==> src/rtl/adsr_envelope.sv <==
// ADSR amplitude envelope: scales each incoming sample by an envelope level
// that advances once per sample tick and is steered by the key gate.
module adsr_envelope #(
    parameter logic [7:0] ATTACK_STEP  = 8'd32,
    parameter logic [7:0] DECAY_STEP   = 8'd8,
    parameter logic [7:0] SUSTAIN_LVL  = 8'd160,
    parameter logic [7:0] RELEASE_STEP = 8'd4
) (
    input  logic       clk,
    input  logic       rst,
    input  logic       gate,
    input  logic [7:0] sample_i,
    input  logic       sample_valid_i,
    output logic [7:0] sample_o,
    output logic       sample_valid_o,
    output logic [7:0] env_o,
    output logic [2:0] state_o
);

    typedef enum logic [2:0] {
        IDLE    = 3'd0,
        ATTACK  = 3'd1,
        DECAY   = 3'd2,
        SUSTAIN = 3'd3,
        RELEASE = 3'd4
    } state_t;

    state_t     state_q, state_d;
    logic [7:0] env_q, env_d;
    logic       gate_q, gate_d;
    logic [7:0] sample_q, sample_d;
    logic       valid_q, valid_d;

    logic       rise_s, fall_s;
    logic [8:0] attack_sum_s;
    logic [8:0] decay_floor_s;
    logic [7:0] scaled_s;

    // Next-state, envelope step and output scaling
    always_comb begin
        gate_d        = gate;
        rise_s        = gate & ~gate_q;
        fall_s        = ~gate & gate_q;
        attack_sum_s  = {1'b0, env_q} + {1'b0, ATTACK_STEP};
        decay_floor_s = {1'b0, SUSTAIN_LVL} + {1'b0, DECAY_STEP};
        scaled_s      = 8'(({8'd0, sample_i} * {8'd0, env_q}) >> 8);

        state_d = state_q;
        env_d   = env_q;

        // A gate edge takes priority over the envelope step in the same cycle
        if (rise_s && (state_q == IDLE || state_q == RELEASE)) begin
            state_d = ATTACK;
        end else if (fall_s && (state_q == ATTACK || state_q == DECAY || state_q == SUSTAIN)) begin
            state_d = RELEASE;
        end else if (sample_valid_i && !rise_s && !fall_s) begin
            case (state_q)
                IDLE: begin
                    env_d = 8'd0;
                end
                ATTACK: begin
                    if (attack_sum_s >= 9'd255) begin
                        env_d   = 8'd255;
                        state_d = DECAY;
                    end else begin
                        env_d = attack_sum_s[7:0];
                    end
                end
                DECAY: begin
                    if ({1'b0, env_q} <= decay_floor_s) begin
                        env_d   = SUSTAIN_LVL;
                        state_d = SUSTAIN;
                    end else begin
                        env_d = env_q - DECAY_STEP;
                    end
                end
                SUSTAIN: begin
                    env_d = env_q;
                end
                RELEASE: begin
                    if (env_q <= RELEASE_STEP) begin
                        env_d   = 8'd0;
                        state_d = IDLE;
                    end else begin
                        env_d = env_q - RELEASE_STEP;
                    end
                end
                default: begin
                    env_d   = 8'd0;
                    state_d = IDLE;
                end
            endcase
        end else begin
            state_d = state_q;
            env_d   = env_q;
        end

        valid_d = sample_valid_i;
        if (sample_valid_i) begin
            sample_d = (env_q == 8'd255) ? sample_i : scaled_s;
        end else begin
            sample_d = sample_q;
        end
    end

    // State and output registers with synchronous reset
    always_ff @(posedge clk) begin
        if (rst) begin
            state_q  <= IDLE;
            env_q    <= 8'd0;
            gate_q   <= 1'b0;
            sample_q <= 8'd0;
            valid_q  <= 1'b0;
        end else begin
            state_q  <= state_d;
            env_q    <= env_d;
            gate_q   <= gate_d;
            sample_q <= sample_d;
            valid_q  <= valid_d;
        end
    end

    assign sample_o       = sample_q;
    assign sample_valid_o = valid_q;
    assign env_o          = env_q;
    assign state_o        = state_q;

endmodule

==> config.mk <==
export PLATFORM = sky130hd
export DESIGN_NAME = adsr_envelope
export DESIGN_NICKNAME = d
export VERILOG_FILES = /design/src/rtl/adsr_envelope.sv
export SDC_FILE = /design/constraint.sdc
export NUM_CORES = 1
export LEC_CHECK = 0
export BUFFER_PORTS_ARGS = -buffer_cell sky130_fd_sc_hd__buf_4
export CAP_MARGIN = 20
export CELL_PAD_IN_SITES_DETAIL_PLACEMENT = 0
export CELL_PAD_IN_SITES_GLOBAL_PLACEMENT = 1
export CORE_ASPECT_RATIO = 1.75
export CORE_MARGIN = 2
export CORE_UTILIZATION = 50
export CTS_CLUSTER_SIZE = 16
export DETAILED_ROUTE_END_ITERATION = 10
export PLACE_DENSITY_LB_ADDON = 0.08
export SYNTH_ARGS = -nofsm -noshare
export SYNTH_HDL_FRONTEND = slang
export SYNTH_SLANG_ARGS = --single-unit
==> constraint.sdc <==
create_clock -name clk -period 9.8 [get_ports clk]
set_clock_uncertainty 0.1 [all_clocks]
set_input_delay 0.98 -clock clk [delete_from_list [all_inputs] [get_ports clk]]
set_output_delay 0.98 -clock clk [all_outputs]
set_load 0.02 [all_outputs]
Word-level counts from Yosys, hierarchy flattened
Cells that the tools add are included.
W data, S select, Z words.
{"block": "totals", "rom_bits": 0, "out_inout_bits": 20, "inputBits": 12, "mem_count": 0, "reg_bits": 21, "mem_bits_rw": 0, "wordCells": 69, "latchBits": 0}
{"block": "classes", "order_cmp": 3, "n_shift": 0, "n_bitwise": 8, "mul": 1, "muxes": 12, "n_eq_ne": 16, "add_sub_neg": 3, "n_reduce_logical": 19, "div_mod_pow": 0}
{"cell": "$mux W8", "n": 4}
{"cell": "$pmux W8 S4", "n": 1}
{"cell": "$mul A8 B8 Y16", "n": 1}
{"cell": "$mux W3", "n": 5}
{"cell": "$reduce_and A5 Y1", "n": 3}
{"cell": "$ne A3 B1 Y1 const B", "n": 4}
{"cell": "$pmux W3 S4", "n": 1}
{"cell": "$add A8 B6 Y9 const B", "n": 1}
{"cell": "$ge A9 B8 Y1 const B", "n": 1}
{"cell": "$eq A8 B8 Y1 const B", "n": 1}
{"cell": "$le A8 B3 Y1 const B", "n": 1}
{"cell": "$le A8 B8 Y1 const B", "n": 1}
{"cell": "$ne A2 B1 Y1 const B", "n": 4}
{"cell": "$ne A4 B2 Y1 const B", "n": 2}
{"cell": "$sub A8 B3 Y8 const B", "n": 1}
{"cell": "$sub A8 B4 Y8 const B", "n": 1}
{"cell": "$eq A3 B2 Y1 const B", "n": 2}
{"cell": "$not A1 Y1", "n": 6}
{"cell": "$logic_and A1 B1 Y1", "n": 4}
{"cell": "$ne A4 B1 Y1 const B", "n": 1}
{"cell": "$reduce_and A4 Y1", "n": 1}
{"cell": "$reduce_or A2 Y1", "n": 2}
{"cell": "$eq A3 B1 Y1 const B", "n": 1}
{"cell": "$eq A3 B3 Y1 const B", "n": 1}
{"cell": "other kinds (8)", "n": 12}

Logic depth before layout (Yosys ltp)
{"block": "logic_depth", "word_depth": 8, "depth_mapped": 17, "mapped_depth_nobuf": 16}

Worst setup path before layout
No wires, ideal clock.
{"block": "synth_timing", "path_type": "input port to flip-flop", "from": "input sample_i[1]", "to": "register sample_q[6] (netlist: sample_o[6])", "t_arrival_ps": 5043, "setup_ps": 116, "t_required_ps": 9584, "setup_slack_ps": 4541, "path_stages": 15, "path_buffers": 1, "cell_sequence": "clkbuf_1 and2_1 fa_1 fa_1 fa_1 inv_1 fa_1 inv_1 ha_1 a21oi_1 nor2b_1 a211oi_2 o21ai_0 or4_1 a31o_2"}
{"block": "synth_between", "elab_chain_cells": 2}
{"element": "from (decl)", "line_no": "12", "text": "input logic [7:0] sample_i,"}
{"element": "$mul A8 B8 Y16", "line_no": "46", "text": "scaled_s = 8'(({8'd0, sample_i} * {8'd0, env_q}) >> 8);"}
{"element": "$mux W8", "line_no": "100", "text": "sample_d = (env_q == 8'd255) ? sample_i : scaled_s;"}
{"element": "to (signal assigned)", "line_no": "118", "text": "sample_q <= sample_d;"}
{"element": "to (decl)", "line_no": "31", "text": "logic [7:0] sample_q, sample_d;"}
Every way passes these cells.
A chain may end at the register's enable or synchronous reset.

Worst setup path after layout
{"block": "layout_timing", "from": "register env_q[4] (netlist: env_o[4])", "to": "register sample_q[6] (netlist: sample_o[6])"}
{"block": "layout_between", "elab_chain_cells": 2, "word_cells_on_any_way": 3, "classes_between": "1 x mul; 1 x eq/ne; 1 x mux"}
{"element": "from (decl)", "line_no": "29", "text": "logic [7:0] env_q, env_d;"}
{"element": "from (signal assigned)", "line_no": "116", "text": "env_q <= env_d;"}
{"element": "$mul A8 B8 Y16 / $eq A8 B8 Y1 (equally long branches)", "line_no": "46, 100"}
{"element": "$mux W8 (*)", "line_no": "100"}
Mark *: on every way between the ends. The rest lies on a longest branch, timed or not.

==> flow_metrics.py <==
metrics = {
    "run_status": {
        "outcome": "finished clean",
    },
    "setup_path": {
        "crit_path_top_delay_cell": "dfxtp_1",
        "r2r_cells": 15,
        "worst-path-buf-inv": 3,
        "worstPathMaxFanout": 18,
        "crit_path_end_kind": "flip-flop",
        "r2r_slack_ns": 4.55,
        "crit_path_cell_trace": "nand2_1 > fa_1 > fa_1 > inv_1 > ha_1 > inv_1 > fa_1 > inv_1 > ha_1 > a21oi_1 > o221ai_1 > a211oi_2 > o21ai_0 > or4_1 > a31o_2",
        "path_class": "flip-flop to flip-flop",
        "critPathRequiredTime_ns": 9.86,
        "max_stage_delay_ns": 0.85,
        "start_kind": "flip-flop",
        "crit_family": "adder cells",
        "r2r_end": "sample_o[6]$_SDFFE_PP0P_",
        "r2r_start": "env_o[4]$_SDFFE_PP0P_",
        "arrival_ns": 5.31,
    },
    "sta": {
        "worst_slack_ns": 4.55,
        "fin_hold_ws_ns": 0.381,
        "min_period_ns": 5.25,
        "worst_slew_pin_slew_ns": 0.814,
        "hold_violations": 0,
        "slew_violations": 0,
        "setup_viol": 0,
        "grt_setup_unrepaired": "false",
        "fin_crit_sh_pct": 53.6,
        "slew_headroom_pct": 45.6,
        "setup-tns-final_ns": 0,
        "max_freq_ghz": 0.190,
    },
    "die": {
        "die_y_um": 114,
        "row_count": 40,
        "ioPinCount": 32,
        "start_util_pct": 50.8,
        "core_sq_mm": 0.00676,
        "die_w_um": 66.7,
        "die_area_sq_mm": 0.00757,
    },
    "drt": {
        "drc": 0,
        "drtAntennaViolNets": 0,
        "routed_wl_um": 8540,
        "viasPerCell": 5.77,
        "drtIter0Drc": 122,
        "drtPass1Iterations": 4,
        "wire_per_inst_um": 16.7,
        "vias": 2951,
    },
    "synthesis": {
        "netlist.area_leader.share_pct": 20.4,
        "synth_edf_count": 0,
        "synthTopCellsByArea": "fa_1 20%, ha_1 16%, dfxtp_1 12%",
        "synth_top_area_cell": "fa_1",
        "ys_types": 59,
        "async_flop_share_pct": 0,
        "yosysWarnings": 0,
        "synth_ff_type": "dfxtp_1",
        "seq_area_frac_synth_pct": 11.7,
        "syn_area_per_cell_sq_um": 8.40,
        "synth-seq-cells": 20,
        "netlist_instances": 409,
        "syn-cell-area_sq_mm": 0.00343,
        "syn_nets": 500,
    },
    "pwr": {
        "power_uw": 214,
        "p_leak_nw": 1.83,
        "ir_drop_v": 0.0000700,
        "power_density_mw_per_mm2": 56.7,
    },
    "clocking": {
        "tritoncts": "built",
        "postCtsSetupRepairBufs": 0,
        "clkTransAtPathRegs_ns": 0.06,
        "ctsResizeCount": 0,
        "cts-htree-levels": 1,
        "cts_max_path_buffers": 2,
        "cts_sinks": 20,
        "cts_buffers": 3,
        "cts_root_buffer": "clkbuf_16",
        "holdBufCountCts": 0,
        "clk-insertion-delay-late_ns": 0.26,
    },
    "placed_design": {
        "post-place-ws_ns": 4.31,
        "portBuffers": 31,
        "gp_congestion": 0.843,
        "post-place-cells": 507,
        "dp_hpwl_um": 6640,
        "dpl_cell_area_sq_mm": 0.00369,
    },
    "min_path": {
        "whs_endpoint": "sample_o[2]$_SDFFE_PP0P_",
        "worstHoldStart": "sample_o[2]$_SDFFE_PP0P_",
        "hold_depth": 1,
        "hp-class": "flip-flop to flip-flop",
    },
    "global_route": {
        "antenna_found_initial": 0,
        "first_global_vias": 2926,
        "overflow": 0,
        "grt.total_usage_pct": 24.1,
        "grt_max_degree": 25,
        "grt_pass1_wl_um": 14100,
    },
    "final_layout": {
        "nNetsFinal": 519,
        "finalNonFillerCells": 511,
        "syn2layout_area_growth_pct": 10.1,
        "utilization_pct": 56.0,
        "stdcell_area_sq_mm": 0.00378,
        "fill_cells": 688,
        "drive_gt1_share_pct": 12.4,
        "diodes": 0,
    },
    "job": {
        "maxCapViolCount": 0,
    },
}
-- Yosys cell counts (all sizes together) (2+ instances only) --
cell / n
inv: 57
ha: 44
nand2: 42
fa: 35
and2: 29
o21ai: 21
dfxtp: 20
a21oi: 16
nor2: 15
clkbuf: 12
a211oi: 8
buf: 7
nand3: 7
nor2b: 7
nor3: 6
xnor2: 6
nand2b: 5
nand4: 5
nor3b: 5
a21o: 4
mux2i: 4
nor4: 4
o211ai: 4
a31oi: 3
or3: 3
or3b: 3
xor2: 3
a2111oi: 2
a21boi: 2
a311oi: 2
a41oi: 2
and3: 2
nand4b: 2
nor4b: 2
o221ai: 2
o22ai: 2
o31ai: 2
or2: 2
or4: 2
-- logic make-up after synthesis --
group	Yosys count	share of synthesized area (%)
xor gates and xnor gates	9	2.30
buffers and inverters	76	9.14
adders and majority gates	79	36.4
AOI/OAI and AO/OA	78	15.9
muxes	4	1.17
and+or+nand+nor	143	23.4
DFF	20	11.7
-- per-layer routing --
layer	vias to the layer above	wire length, um	GRT usage (%)
li1	1420	-	-
met1	1463	3480	28.7
met2	51	4580	43.9
met3	17	201	1.78
met4	0	276	9.25
met5	-	0	0
-- report_power, final --
part	total (mW)	switching [mW]	internal [mW]
clock	0.0973	0.0348	0.0624
sequential	0.0856	0.00225	0.0834
combinational	0.0315	0.0190	0.0124
total	0.214	0.0561	0.158
-- worst max-delay path by stage --
stage	start	end	slack (ns)	depth (start not counted)
after floorplan	sample_i[1]	sample_o[6]$_SDFFE_PP0P_	4.54	15
after global placement	sample_i[1]	sample_o[6]$_SDFFE_PP0P_	4.39	15
after detailed placement	sample_i[1]	sample_o[6]$_SDFFE_PP0P_	4.31	15
after CTS	env_o[4]$_SDFFE_PP0P_	sample_o[6]$_SDFFE_PP0P_	4.52	15
after global routing	env_o[4]$_SDFFE_PP0P_	sample_o[6]$_SDFFE_PP0P_	4.27	15
final	env_o[4]$_SDFFE_PP0P_	sample_o[6]$_SDFFE_PP0P_	4.55	15
-- placed cells by master, fill, tap and decap left out, types with 6 or more instances in the layout --
| master | n |
|---|---|
| inv_1 | 57 |
| ha_1 | 44 |
| nand2_1 | 42 |
| fa_1 | 35 |
| buf_4 | 33 |
| and2_1 | 29 |
| o21ai_0 | 21 |
| dfxtp_1 | 20 |
| a21oi_1 | 16 |
| nor2_1 | 15 |
| nor2b_1 | 7 |
| nand3_1 | 7 |
| xnor2_1 | 6 |
| a211oi_1 | 6 |
-- registers in the layout, indices dropped and copies added (netlist names) --
signal,count
gate_q,1
sample_o,8
sample_valid_o,1
state_o,3
env_o,7
-- area by class of cell --
cell class	instances	area (sq um)	area share, %
well taps	84	105	2.78
repair buffers	33	248	6.55
inverters	57	214	5.66
multi-input cells	313	2730	72.1
clock buffers	4	88.8	2.35
flip-flops and latches	20	400	10.6
No activity file was read; power rests on OpenSTA's default activity.
